File: src/rtl/inst_fetch_if.sv
// Fetch-unit bus: instruction-store read port, redirect input and
// issue-side dequeue handshake. master = fetch unit, slave = environment.
interface inst_fetch_if;
    logic        rom_nrd;
    logic [31:0] rom_addr;
    logic [31:0] rom_data;
    logic        redirect;
    logic [31:0] redirect_pc;
    logic        deq_valid;
    logic        deq_ready;
    logic [31:0] deq_inst;
    logic [31:0] deq_pc;
    logic        fetch_done;

    modport master (
        output rom_nrd, rom_addr, deq_valid, deq_inst, deq_pc, fetch_done,
        input  rom_data, redirect, redirect_pc, deq_ready
    );

    modport slave (
        input  rom_nrd, rom_addr, deq_valid, deq_inst, deq_pc, fetch_done,
        output rom_data, redirect, redirect_pc, deq_ready
    );
endinterface

File: src/rtl/inst_fetch.sv
// Instruction fetch unit: sequential word fetch from a fixed-size store
// into a small {pc, inst} queue, with redirect flush and end-of-store stop.
module inst_fetch #(
    parameter logic [31:0] RESET_PC  = 32'd0,
    parameter int          ROM_BYTES = 100,
    parameter int          DEPTH     = 4
) (
    input logic         clk,
    input logic         rst,
    inst_fetch_if.master bus
);
    localparam int PW = $clog2(DEPTH);
    localparam int CW = PW + 1;
    localparam logic [CW-1:0] DEPTH_C = CW'(DEPTH);
    localparam logic [31:0]   LAST_PC = 32'(ROM_BYTES - 4);

    logic [31:0]   pc_q, pc_d;
    logic [PW-1:0] wptr_q, wptr_d;
    logic [PW-1:0] rptr_q, rptr_d;
    logic [CW-1:0] cnt_q, cnt_d;
    logic          stop_q, stop_d;

    logic [31:0]   mem_pc   [DEPTH];
    logic [31:0]   mem_inst [DEPTH];

    logic pop, slot, in_range, fetch;

    // A fetch needs a free slot (or one freed by this cycle's pop); the rst
    // term keeps the store read disabled while reset is held.
    assign pop      = (cnt_q != '0) && bus.deq_ready;
    assign slot     = !rst && !bus.redirect && !stop_q && ((cnt_q < DEPTH_C) || pop);
    assign in_range = (pc_q <= LAST_PC);
    assign fetch    = slot && in_range;

    assign bus.rom_nrd    = !fetch;
    assign bus.rom_addr   = pc_q;
    assign bus.deq_valid  = (cnt_q != '0);
    assign bus.deq_inst   = mem_inst[rptr_q];
    assign bus.deq_pc     = mem_pc[rptr_q];
    assign bus.fetch_done = stop_q;

    // Next-state: redirect flushes everything; otherwise push/pop/stop.
    always_comb begin
        pc_d   = pc_q;
        wptr_d = wptr_q;
        rptr_d = rptr_q;
        cnt_d  = cnt_q;
        stop_d = stop_q;
        if (bus.redirect) begin
            pc_d   = {bus.redirect_pc[31:2], 2'b00};
            wptr_d = '0;
            rptr_d = '0;
            cnt_d  = '0;
            stop_d = 1'b0;
        end else begin
            if (pop)
                rptr_d = rptr_q + 1'b1;
            if (fetch) begin
                wptr_d = wptr_q + 1'b1;
                pc_d   = pc_q + 32'd4;
            end else if (slot) begin
                // would-be fetch past the last word: park here for good
                stop_d = 1'b1;
            end
            case ({fetch, pop})
                2'b10:   cnt_d = cnt_q + 1'b1;
                2'b01:   cnt_d = cnt_q - 1'b1;
                default: cnt_d = cnt_q;
            endcase
        end
    end

    // Control state with asynchronous reset.
    always_ff @(posedge clk or posedge rst) begin
        if (rst) begin
            pc_q   <= RESET_PC;
            wptr_q <= '0;
            rptr_q <= '0;
            cnt_q  <= '0;
            stop_q <= 1'b0;
        end else begin
            pc_q   <= pc_d;
            wptr_q <= wptr_d;
            rptr_q <= rptr_d;
            cnt_q  <= cnt_d;
            stop_q <= stop_d;
        end
    end

    // Queue storage: captured only on real fetch cycles, never reset.
    always_ff @(posedge clk) begin
        if (fetch) begin
            mem_pc[wptr_q]   <= pc_q;
            mem_inst[wptr_q] <= bus.rom_data;
        end
    end
endmodule
File: src/flat_wrapper.sv
// flat-port wrapper written by rule: the top's interface ports become plain ports
module inst_fetch_flat 
#(
    parameter logic [31:0] RESET_PC  = 32'd0,
    parameter int          ROM_BYTES = 100,
    parameter int          DEPTH     = 4
)
  (clk, rst, bus_rom_nrd, bus_rom_addr, bus_deq_valid, bus_deq_inst, bus_deq_pc, bus_fetch_done, bus_rom_data, bus_redirect, bus_redirect_pc, bus_deq_ready);
  inst_fetch_if bus_i ();
  input logic clk;
  input logic rst;
  output wire logic [$bits(bus_i.rom_nrd)-1:0] bus_rom_nrd;
  output wire logic [$bits(bus_i.rom_addr)-1:0] bus_rom_addr;
  output wire logic [$bits(bus_i.deq_valid)-1:0] bus_deq_valid;
  output wire logic [$bits(bus_i.deq_inst)-1:0] bus_deq_inst;
  output wire logic [$bits(bus_i.deq_pc)-1:0] bus_deq_pc;
  output wire logic [$bits(bus_i.fetch_done)-1:0] bus_fetch_done;
  input wire logic [$bits(bus_i.rom_data)-1:0] bus_rom_data;
  input wire logic [$bits(bus_i.redirect)-1:0] bus_redirect;
  input wire logic [$bits(bus_i.redirect_pc)-1:0] bus_redirect_pc;
  input wire logic [$bits(bus_i.deq_ready)-1:0] bus_deq_ready;
  assign bus_rom_nrd = bus_i.rom_nrd;
  assign bus_rom_addr = bus_i.rom_addr;
  assign bus_deq_valid = bus_i.deq_valid;
  assign bus_deq_inst = bus_i.deq_inst;
  assign bus_deq_pc = bus_i.deq_pc;
  assign bus_fetch_done = bus_i.fetch_done;
  assign bus_i.rom_data = bus_rom_data;
  assign bus_i.redirect = bus_redirect;
  assign bus_i.redirect_pc = bus_redirect_pc;
  assign bus_i.deq_ready = bus_deq_ready;
  inst_fetch #(.RESET_PC(RESET_PC), .ROM_BYTES(ROM_BYTES), .DEPTH(DEPTH)) u_core (.clk(clk), .rst(rst), .bus(bus_i));
endmodule
File: config.mk
export PLATFORM = sky130hd
export DESIGN_NAME = inst_fetch_flat
export DESIGN_NICKNAME = d
export VERILOG_FILES = /design/src/rtl/inst_fetch_if.sv /design/src/rtl/inst_fetch.sv /design/src/flat_wrapper.sv
export SDC_FILE = /design/constraint.sdc
export NUM_CORES = 1
export LEC_CHECK = 0
export CAP_MARGIN = 10
export CORE_MARGIN = 2
export CORE_UTILIZATION = 58
export DETAILED_ROUTE_END_ITERATION = 10
export PLACE_DENSITY = 0.85
export SETUP_SLACK_MARGIN = 0.02
export SYNTH_ARGS = -nofsm -noshare
export SYNTH_HDL_FRONTEND = slang
export SYNTH_SLANG_ARGS = --single-unit
File: constraint.sdc
create_clock -name clk -period 6.92 [get_ports clk]
set_clock_uncertainty 0.15 [all_clocks]
set_input_delay 0.692 -clock clk [delete_from_list [all_inputs] [get_ports clk]]
set_output_delay 0.692 -clock clk [all_outputs]
set_load 0.1 [all_outputs]
### Yosys cells after proc, flatten, opt, wreduce, memory -nomap -nowiden

Memories as Yosys holds them, arrays and structs flattened.
Cells that the tools add are included.

| storage, ports and cells | value |
|---|---|
| memories kept | 2 |
| word-level logic and storage cells | 46 |
| output and inout port bits | 99 |
| input port bits | 68 |
| bits in writable memories | 256 |
| flip-flop bits (word level) | 40 |

| cells by class | value |
|---|---|
| $lt $le $gt $ge | 2 |
| reduce and logical (&&, ||, !) cells | 16 |
| muxes and demuxes | 13 |
| equality and inequality tests | 3 |
| add/sub/neg operators | 5 |

Memory list:

| name | words | width | rd ports | clocked after Yosys merged registers in | wr ports | line | source |
|---|---|---|---|---|---|---|---|
| u_core.mem_inst | 4 | 32 | 1 | 0 | 1 | inst_fetch.sv:24 | `logic [31:0] mem_inst [DEPTH];` |
| u_core.mem_pc | 4 | 32 | 1 | 0 | 1 | inst_fetch.sv:23 | `logic [31:0] mem_pc [DEPTH];` |

Operators with widths:

| kind | count |
|---|---|
| $mux W32 | 2 |
| $add A32 B3 Y32 const B | 1 |
| $le A32 B7 Y1 const B | 1 |
| $mux W2 | 4 |
| $pmux W3 S2 | 1 |
| $reduce_bool A2 Y1 | 3 |
| $reduce_bool A3 Y1 | 2 |
| $logic_and A1 B1 Y1 | 5 |
| $mux W1 | 5 |
| $add A2 B1 Y2 const B | 2 |
| $logic_not A1 Y1 | 4 |
| $add A3 B1 Y3 const B | 1 |
| $lt A3 B3 Y1 const B | 1 |
| $mux W3 | 1 |
| $sub A3 B1 Y3 const B | 1 |
| $eq A2 B1 Y1 const B | 1 |
| $eq A2 B2 Y1 const B | 1 |
| $ne A2 B2 Y1 const B | 1 |
| $reduce_and A2 Y1 | 1 |
| $logic_or A1 B1 Y1 | 1 |

### Logic depth before layout (Yosys ltp)

Gate-level depths: netlist (run 1).

| depth | value |
|---|---|
| word-level depth | 8 |
| mapped depth | 14 |
| depth with buffers taken out | 13 |

### Worst setup path before layout (run 1)

No wires, ideal clock.

| timing path | value |
|---|---|
| kind | register to register |
| from | reg u_core.pc_q[13], in the netlist u_core.bus.rom_addr[13] |
| to | mem u_core.mem_inst[0][0] (enable) |
| stages on the path, launching flop included | 6 |
| required time | 6.343 ns |
| setup slack | 2.866 ns |
| setup time | 0.427 ns |
| buffers on the path | 1 |
| arrival time | 3.477 ns |
| clock period less this slack | 4.054 ns |
| cells stage by stage | dfrtp_1 or3_1 a31oi_1 and2_1 clkbuf_1 and3_1 |

| on the way | value |
|---|---|
| cells in the longest elaborated chain, start to end | 4 |

Ends and longest elaborated chain:

| what | line | source |
|---|---|---|
| from (decl) | inst_fetch.sv:17 | `logic [31:0] pc_q, pc_d;` |
| from (signal assigned) | inst_fetch.sv:82 | `pc_q <= pc_d;` |
| $le A32 B7 Y1 | inst_fetch.sv:32 | `assign in_range = (pc_q <= LAST_PC);` |
| $logic_and A1 B1 Y1 | inst_fetch.sv:33 | `assign fetch = slot && in_range;` |
| $mux W1 | inst_fetch.sv:92 | `if (fetch) begin` |
| $mux W1 (not written as such) | inst_fetch.sv:94 | `mem_inst[wptr_q] <= bus.rom_data;` |
| to (decl) | inst_fetch.sv:24 |  |

Every way passes these cells.

### Worst setup path in the final report (run 1)

| timing path | value |
|---|---|
| from | reg u_core.pc_q[15], in the netlist u_core.bus.rom_addr[15] |
| to | out bus_rom_nrd |

| on the way | value |
|---|---|
| cells in the longest elaborated chain, start to end | 3 |

Ends and longest elaborated chain:

| what | line | source |
|---|---|---|
| $le A32 B7 Y1 | inst_fetch.sv:32 |  |
| $logic_and A1 B1 Y1 | inst_fetch.sv:33 |  |
| $logic_not A1 Y1 | inst_fetch.sv:35 | `assign bus.rom_nrd = !fetch;` |
| to (decl) | flat_wrapper.sv:12 | `output wire logic [$bits(bus_i.rom_nrd)-1:0] bus_rom_nrd;` |

Every way passes these cells.

==> results of run 1 <==
[placed cells by master (no fill, tap or decap), drive strengths merged, types with 5 or more instances in the layout]
cell           Yosys  layout
and3               7       7
o21ai              5       5
nor4               6       6
nor2               8       8
nand2              6       6
nand3              7       7
mux4              62      62
clkbuf            14      29
edfxtp           248     248
dfrtp             38      38
clkdlybuf4s50      0     159
bufinv             0       6
ha                 6       6
clkinv             0      11
mux2              27      27
inv               11      12
[cell type report]
| type | count | share of cell area, % |
|---|---|---|
| Multi-Input combinational cell | 179 | 16.95 |
| Clock buffer | 29 | 5.024 |
| Tap cell | 234 | 2.153 |
| Sequential cell | 286 | 61.81 |
| Clock inverter | 21 | 1.960 |
| Timing Repair Buffer | 161 | 11.80 |
| Inverter | 11 | 0.3036 |
[kinds of logic (layout without fill, tap and decap cells)]
kind of cell / count (synthesis) / count (layout) / synth area share, %
buffers and inverters: 39 / 222 / 1.581
other: 1 / 4 / 0.03458
AOI/OAI and AO/OA: 24 / 24 / 1.500
DFF: 286 / 286 / 77.45
muxes: 89 / 89 / 15.68
adders and majority gates: 7 / 7 / 0.8770
xor gates and xnor gates: 2 / 2 / 0.1616
and+or+nand+nor: 53 / 53 / 2.712
[flip-flops by register name, summed over array words and instances (netlist names)]
| register | flops |
|---|---|
| u_core.mem_pc | 120 |
| u_core.bus.rom_addr | 30 |
| u_core.bus.fetch_done | 1 |
| u_core.wptr_q | 2 |
| u_core.mem_inst | 128 |
| u_core.rptr_q | 2 |
| u_core.cnt_q | 3 |
[through the flow]
step	std cells	instance area [sq um]	hold WS, ns	worst slack, ns	total power, mW
2_1_floorplan	504	10850	0.4046	2.866	2.629
3_3_place_gp	871	12650	0.3935	2.694	2.821
3_5_place_dp	871	12650	0.4101	2.634	2.839
4_1_cts	921	13600	0.4246	2.310	4.371
5_1_grt	921	13600	0.4581	2.159	4.469
6_report	921	13600	0.4122	2.418	4.349
[critical path: cells and delay by family, from the launching register on]
kind | cells | cell delay, ns
flops | 1 | 0.44
simple gates | 4 | 1.66
buf+inv | 2 | 1.04
[per-layer routing]
| layer | track usage [%] | vias up | wire, um |
|---|---|---|---|
| li1 | - | 2397 | - |
| met1 | 30.93 | 2831 | 8477 |
| met4 | 4.842 | 0 | 377 |
| met3 | 3.397 | 39 | 1394 |
| met5 | 0 | - | 0 |
| met2 | 37.61 | 221 | 11040 |
[power breakdown]
part           leakage, nW  internal, mW  total, mW  switching [mW]
clock network        0.461         0.940       1.55           0.608
registers             2.68          1.91       1.97          0.0646
logic                 1.30         0.242      0.829           0.587
[final timing paths]
check,startpoint,endpoint,slack (ns),cells after the start
min reg2reg,u_core.bus.fetch_done,u_core.bus.fetch_done,0.41,2
max,u_core.bus.rom_addr[15],bus_rom_nrd,2.42,6
min,u_core.bus.fetch_done,u_core.bus.fetch_done,0.41,2
max in group asynchronous,rst,u_core.rptr_q[1],5.40,2
min in group asynchronous,rst,u_core.bus.rom_addr[13],0.57,2
max reg2reg,u_core.bus.rom_addr[15],u_core.cnt_q[2],2.95,9
==> flow_metrics.env, run 1 <==
export IMPL_tritoncts="done"
export IMPL_gr_total_overflow=0
export IMPL_netlist_top_cells_count="248 x edfxtp_1, 62 x mux4_2, 38 x dfrtp_1, 27 x mux2_2, 14 x clkbuf_1"
export IMPL_wl_per_cell_um=23.11
export IMPL_synth_enable_flop_cells=248
export IMPL_grt_pass1_vias=5781
export IMPL_syn_avg_cell_area_sq_um=21.64
export IMPL_async_flop_share_pct=13.29
export IMPL_crit_chain="nor4_1, nand4_1, or2_1, nor2_2, inv_2, clkdlybuf4s50_1"
export IMPL_grt_antenna_before_repair=0
export IMPL_fill_cells=1052
export IMPL_ys_warnings_count=0
export IMPL_cts_resized=0
export IMPL_worst_ep_arrival_time_ns=3.66
export IMPL_max_stage_delay_ns=0.97
export IMPL_yosys_top_cells_area="edfxtp_1 69%, mux4_2 13%, dfrtp_1 8.8%, mux2_2 2.8%, ha_1 0.69%"
export IMPL_diodes=0
export IMPL_worstMarginPinSlew_ns=1.060
export IMPL_fmax_ghz=0.2221
export IMPL_post_route_min_period_ns=4.502
export IMPL_row_count=50
export IMPL_cts_max_level=1
export IMPL_status="finished, final reports clean"
export IMPL_coreArea_sq_mm=0.01852
export IMPL_vias_per_cell=5.959
export IMPL_synth_distinct_cells=38
export IMPL_grt_pass1_wl_um=33530
export IMPL_floorplan_die_area_sq_mm=0.01980
export IMPL_hp_class="reg -> reg"
export IMPL_yosysSeqAreaShare_pct=77.45
export IMPL_clock_root_buffer="clkbuf_16"
export IMPL_drc=0
export IMPL_cts_made_buffers=27
export IMPL_post_cts_buffers=0
export IMPL_rsz0062_at_grt="no"
export IMPL_path_max_fanout=15
export IMPL_postRouteAntennaNets=0
export IMPL_powerDensity_mw_per_mm2=319.9
export IMPL_ir_worst_vdd_mv=0.2115
export IMPL_yosys_area_top_type="edfxtp_1"
export IMPL_dp_hpwl_um=12600
export IMPL_multiInputGateArea_sq_mm=0.002305
export IMPL_required_ns=6.08
export IMPL_dr_pass1_iters=5
export IMPL_yosys_cell_count_top_type="edfxtp_1"
export IMPL_clkLatencyLatePin_ns=0.53
export IMPL_synth_seq_cells=286
export IMPL_vias=5488
export IMPL_drt_iter0_markers=466
export IMPL_cap_viol_max_count=0
export IMPL_ioPinCount=167
export IMPL_synth_top_area_share_pct=68.68
export IMPL_grt_start_max_net_pins=64
export IMPL_crit_slowest_cell="clkdlybuf4s50_1"
export IMPL_area_growth_pct=25.41
export IMPL_slew_violations=0
export IMPL_grt_usage_pct=22.05
export IMPL_critPathKind="reg -> out"
export IMPL_ctsHoldBuffers=0
export IMPL_maxSlewHeadroom_pct=28.72
export IMPL_fin_nets=741
export IMPL_die_y_um=140.7
export IMPL_finalWeightedCongestion=0.7904
export IMPL_hold_viol_final=0
export IMPL_p_leak_nw=4.443
export IMPL_fin_tns_setup_ns=0
export IMPL_final_util_pct=73.43
export IMPL_cts_sinks=286
export IMPL_numPortBuffers=160
export IMPL_dieWidth_um=140.7
export IMPL_start_util_pct=58.55
export IMPL_period_share_pct=65.06
export IMPL_synthFlopType="edfxtp_1"
export IMPL_cp_end_kind="output pin"
export IMPL_ff_latch_area_sq_mm=0.008406
export IMPL_cp_start_kind="flop"
export IMPL_syn_cell_area_sq_mm=0.01084
export IMPL_drive_above_1_share_pct=21.11
export IMPL_totalWireLength_um=21290
export IMPL_clk_pin_slew_ns=0.07
export IMPL_syn_inst=501
export IMPL_clock_path_buffers=3
export IMPL_setup_violations=0
Note: power is estimated with default switching activity, not from simulation.
==> run 2: changes to the inputs <==
Settings changed: CORE_UTILIZATION 58 to 48, PLACE_DENSITY 0.85 to 0.75.
Clock period 6.92 ns to 3.9 ns, I/O delays scaled along.
==> run 2 against run 1 <==
  * Critical path depth fell by 4
  * Power rose by 77%
  * Sequential share of layout area fell by 0.56 points
  * Worst setup slack got worse by 2.1 ns
  * Cell count rose by 6.6%
  * Largest cell class unchanged
  * Highest routed layer unchanged
==> flow_metrics.env, run 2 (synthesis results as in run 1) <==
export IMPL_crit_slowest_cell="clkdlybuf4s50_1"
export IMPL_wl_met2_um=11180
export IMPL_rsz0062_at_grt="no"
export IMPL_clock_root_buffer="clkbuf_16"
export IMPL_required_ns=3.36
export IMPL_largest_register="u_core.mem_inst"
export IMPL_cts_sinks=286
export IMPL_wl_per_cell_um=22.36
export IMPL_coreArea_sq_mm=0.02203
export IMPL_diodes=0
export IMPL_worstMarginPinSlew_ns=1.035
export IMPL_fin_nets=755
export IMPL_dr_pass1_iters=4
export IMPL_max_stage_delay_ns=0.99
export IMPL_totalWireLength_um=21960
export IMPL_grt_antenna_before_repair=0
export IMPL_slew_violations=0
export IMPL_critPathKind="reg -> out"
export IMPL_ioPinCount=167
export IMPL_layout_commonest_cell="edfxtp_1"
export IMPL_cp_start_kind="flop"
export IMPL_finalWeightedCongestion=0.8105
export IMPL_clk_pin_slew_ns=0.06
export IMPL_p_leak_nw=4.569
export IMPL_clkLatencyLatePin_ns=0.53
export IMPL_cts_made_buffers=28
export IMPL_hold_viol_final=0
export IMPL_floorplan_die_area_sq_mm=0.02381
export IMPL_numPortBuffers=160
export IMPL_maxSlewHeadroom_pct=30.81
export IMPL_gr_total_overflow=0
export IMPL_drt_met1_wl_um=8988
export IMPL_cp_end_kind="output pin"
export IMPL_postRouteAntennaNets=0
export IMPL_dieWidth_um=154.3
export IMPL_ctsHoldBuffers=0
export IMPL_grt_start_max_net_pins=63
export IMPL_setup_slack_ns=0.3234
export IMPL_start_util_pct=49.23
export IMPL_ir_worst_vdd_mv=0.2838
export IMPL_fmax_ghz=0.2796
export IMPL_grt_usage_pct=18.17
export IMPL_powerDensity_mw_per_mm2=562.6
export IMPL_reg2regPathDepth=10
export IMPL_routed_top_layer="met4"
export IMPL_final_cell_mix="248 x edfxtp_1, 116 x clkdlybuf4s50_1, 62 x mux4_2, 53 x buf_4, 36 x dfrtp_1"
export IMPL_status="finished, final reports clean"
export IMPL_crit_chain="mux4_2, clkdlybuf4s50_1"
export IMPL_whs_ns=0.2548
export IMPL_cts_resized=0
export IMPL_grt_pass1_wl_um=33420
export IMPL_clock_path_buffers=3
export IMPL_setup_violations=0
export IMPL_drt_iter0_markers=405
export IMPL_stdcell_count=982
export IMPL_post_cts_buffers=0
export IMPL_row_count=54
export IMPL_fin_tns_setup_ns=0
export IMPL_fill_cells=1510
export IMPL_worst_ep_arrival_time_ns=3.04
export IMPL_vias_per_cell=5.645
export IMPL_wl_met3_um=1505
export IMPL_vias=5543
export IMPL_drive_above_1_share_pct=29.34
export IMPL_grt_pass1_vias=5895
export IMPL_path_max_fanout=35
export IMPL_preCtsSetupSlack_ns=0.4628
export IMPL_post_route_min_period_ns=3.577
export IMPL_hp_class="in -> async"
export IMPL_area_growth_pct=26.52
export IMPL_die_y_um=154.3
export IMPL_cts_max_level=1
export IMPL_dp_cells=930
export IMPL_cap_viol_max_count=0
export IMPL_dp_hpwl_um=13160
export IMPL_drc=0
export IMPL_tritoncts="done"
export IMPL_period_share_pct=91.71
export IMPL_power_total_mw=7.718
export IMPL_largest_register_ffs=128
-- run 2: changes by cell type in the layout (fill, tap and decap cells not counted), sizes merged --
cell,change
buf,+56
bufinv,-2
clkdlybuf4s50,-43
clkinv,+2
clkinvlp,+1
inv,+1
-- run 2: worst paths after layout --
path	slack, ns	from	to
max	0.32	u_core.rptr_q[0]	bus_deq_pc[11]
min	0.25	rst	u_core.bus.rom_addr[13]
max reg2reg	0.48	u_core.bus.rom_addr[29]	u_core.cnt_q[2]
min reg2reg	0.42	u_core.bus.rom_addr[28]	u_core.mem_pc[1][28]
max in group asynchronous	2.67	rst	u_core.rptr_q[0]
min in group clk	0.31	bus_redirect_pc[6]	u_core.bus.rom_addr[6]
-- run 2: metrics by stage --
| step | area (sq um) | util, % |
|---|---|---|
| floorplan | 10860 | - |
| global placement | 12740 | 57.86 |
| detailed placement | 12740 | 57.86 |
| CTS | 13720 | 62.28 |
| global route | 13720 | 62.28 |
| finish | 13720 | 62.28 |
-- run 2: layer usage --
layer,track usage [%],vias up
li1,-,2422
met1,24.59,2861
met2,31.54,232
met3,2.998,28
met4,4.012,0
met5,0,-
-- run 2: area by class of cell --
cell class	count	area (sq um)	area share (%)
Sequential cell	286	8403	61.25
Clock buffer	29	725.7	5.290
Timing Repair Buffer	174	1644	11.98
Tap cell	280	350.3	2.554
Multi-Input combinational cell	179	2305	16.80
Inverter	11	41.29	0.3010
Clock inverter	23	249.0	1.815
-- run 2: critical path, delay by kind of cell, from the launching register on --
| family | cells | cell delay [ns] |
|---|---|---|
| multiplexers | 1 | 0.62 |
| flip-flops | 1 | 0.89 |
| buffers and inverters | 1 | 0.99 |
-- run 2: power breakdown --
| part | total, mW | switching, mW | leakage [nW] | internal (mW) |
|---|---|---|---|---|
| Sequential | 3.50 | 0.118 | 2.68 | 3.38 |
| Clock | 2.76 | 1.13 | 0.471 | 1.63 |
| Combinational | 1.45 | 1.04 | 1.41 | 0.414 |
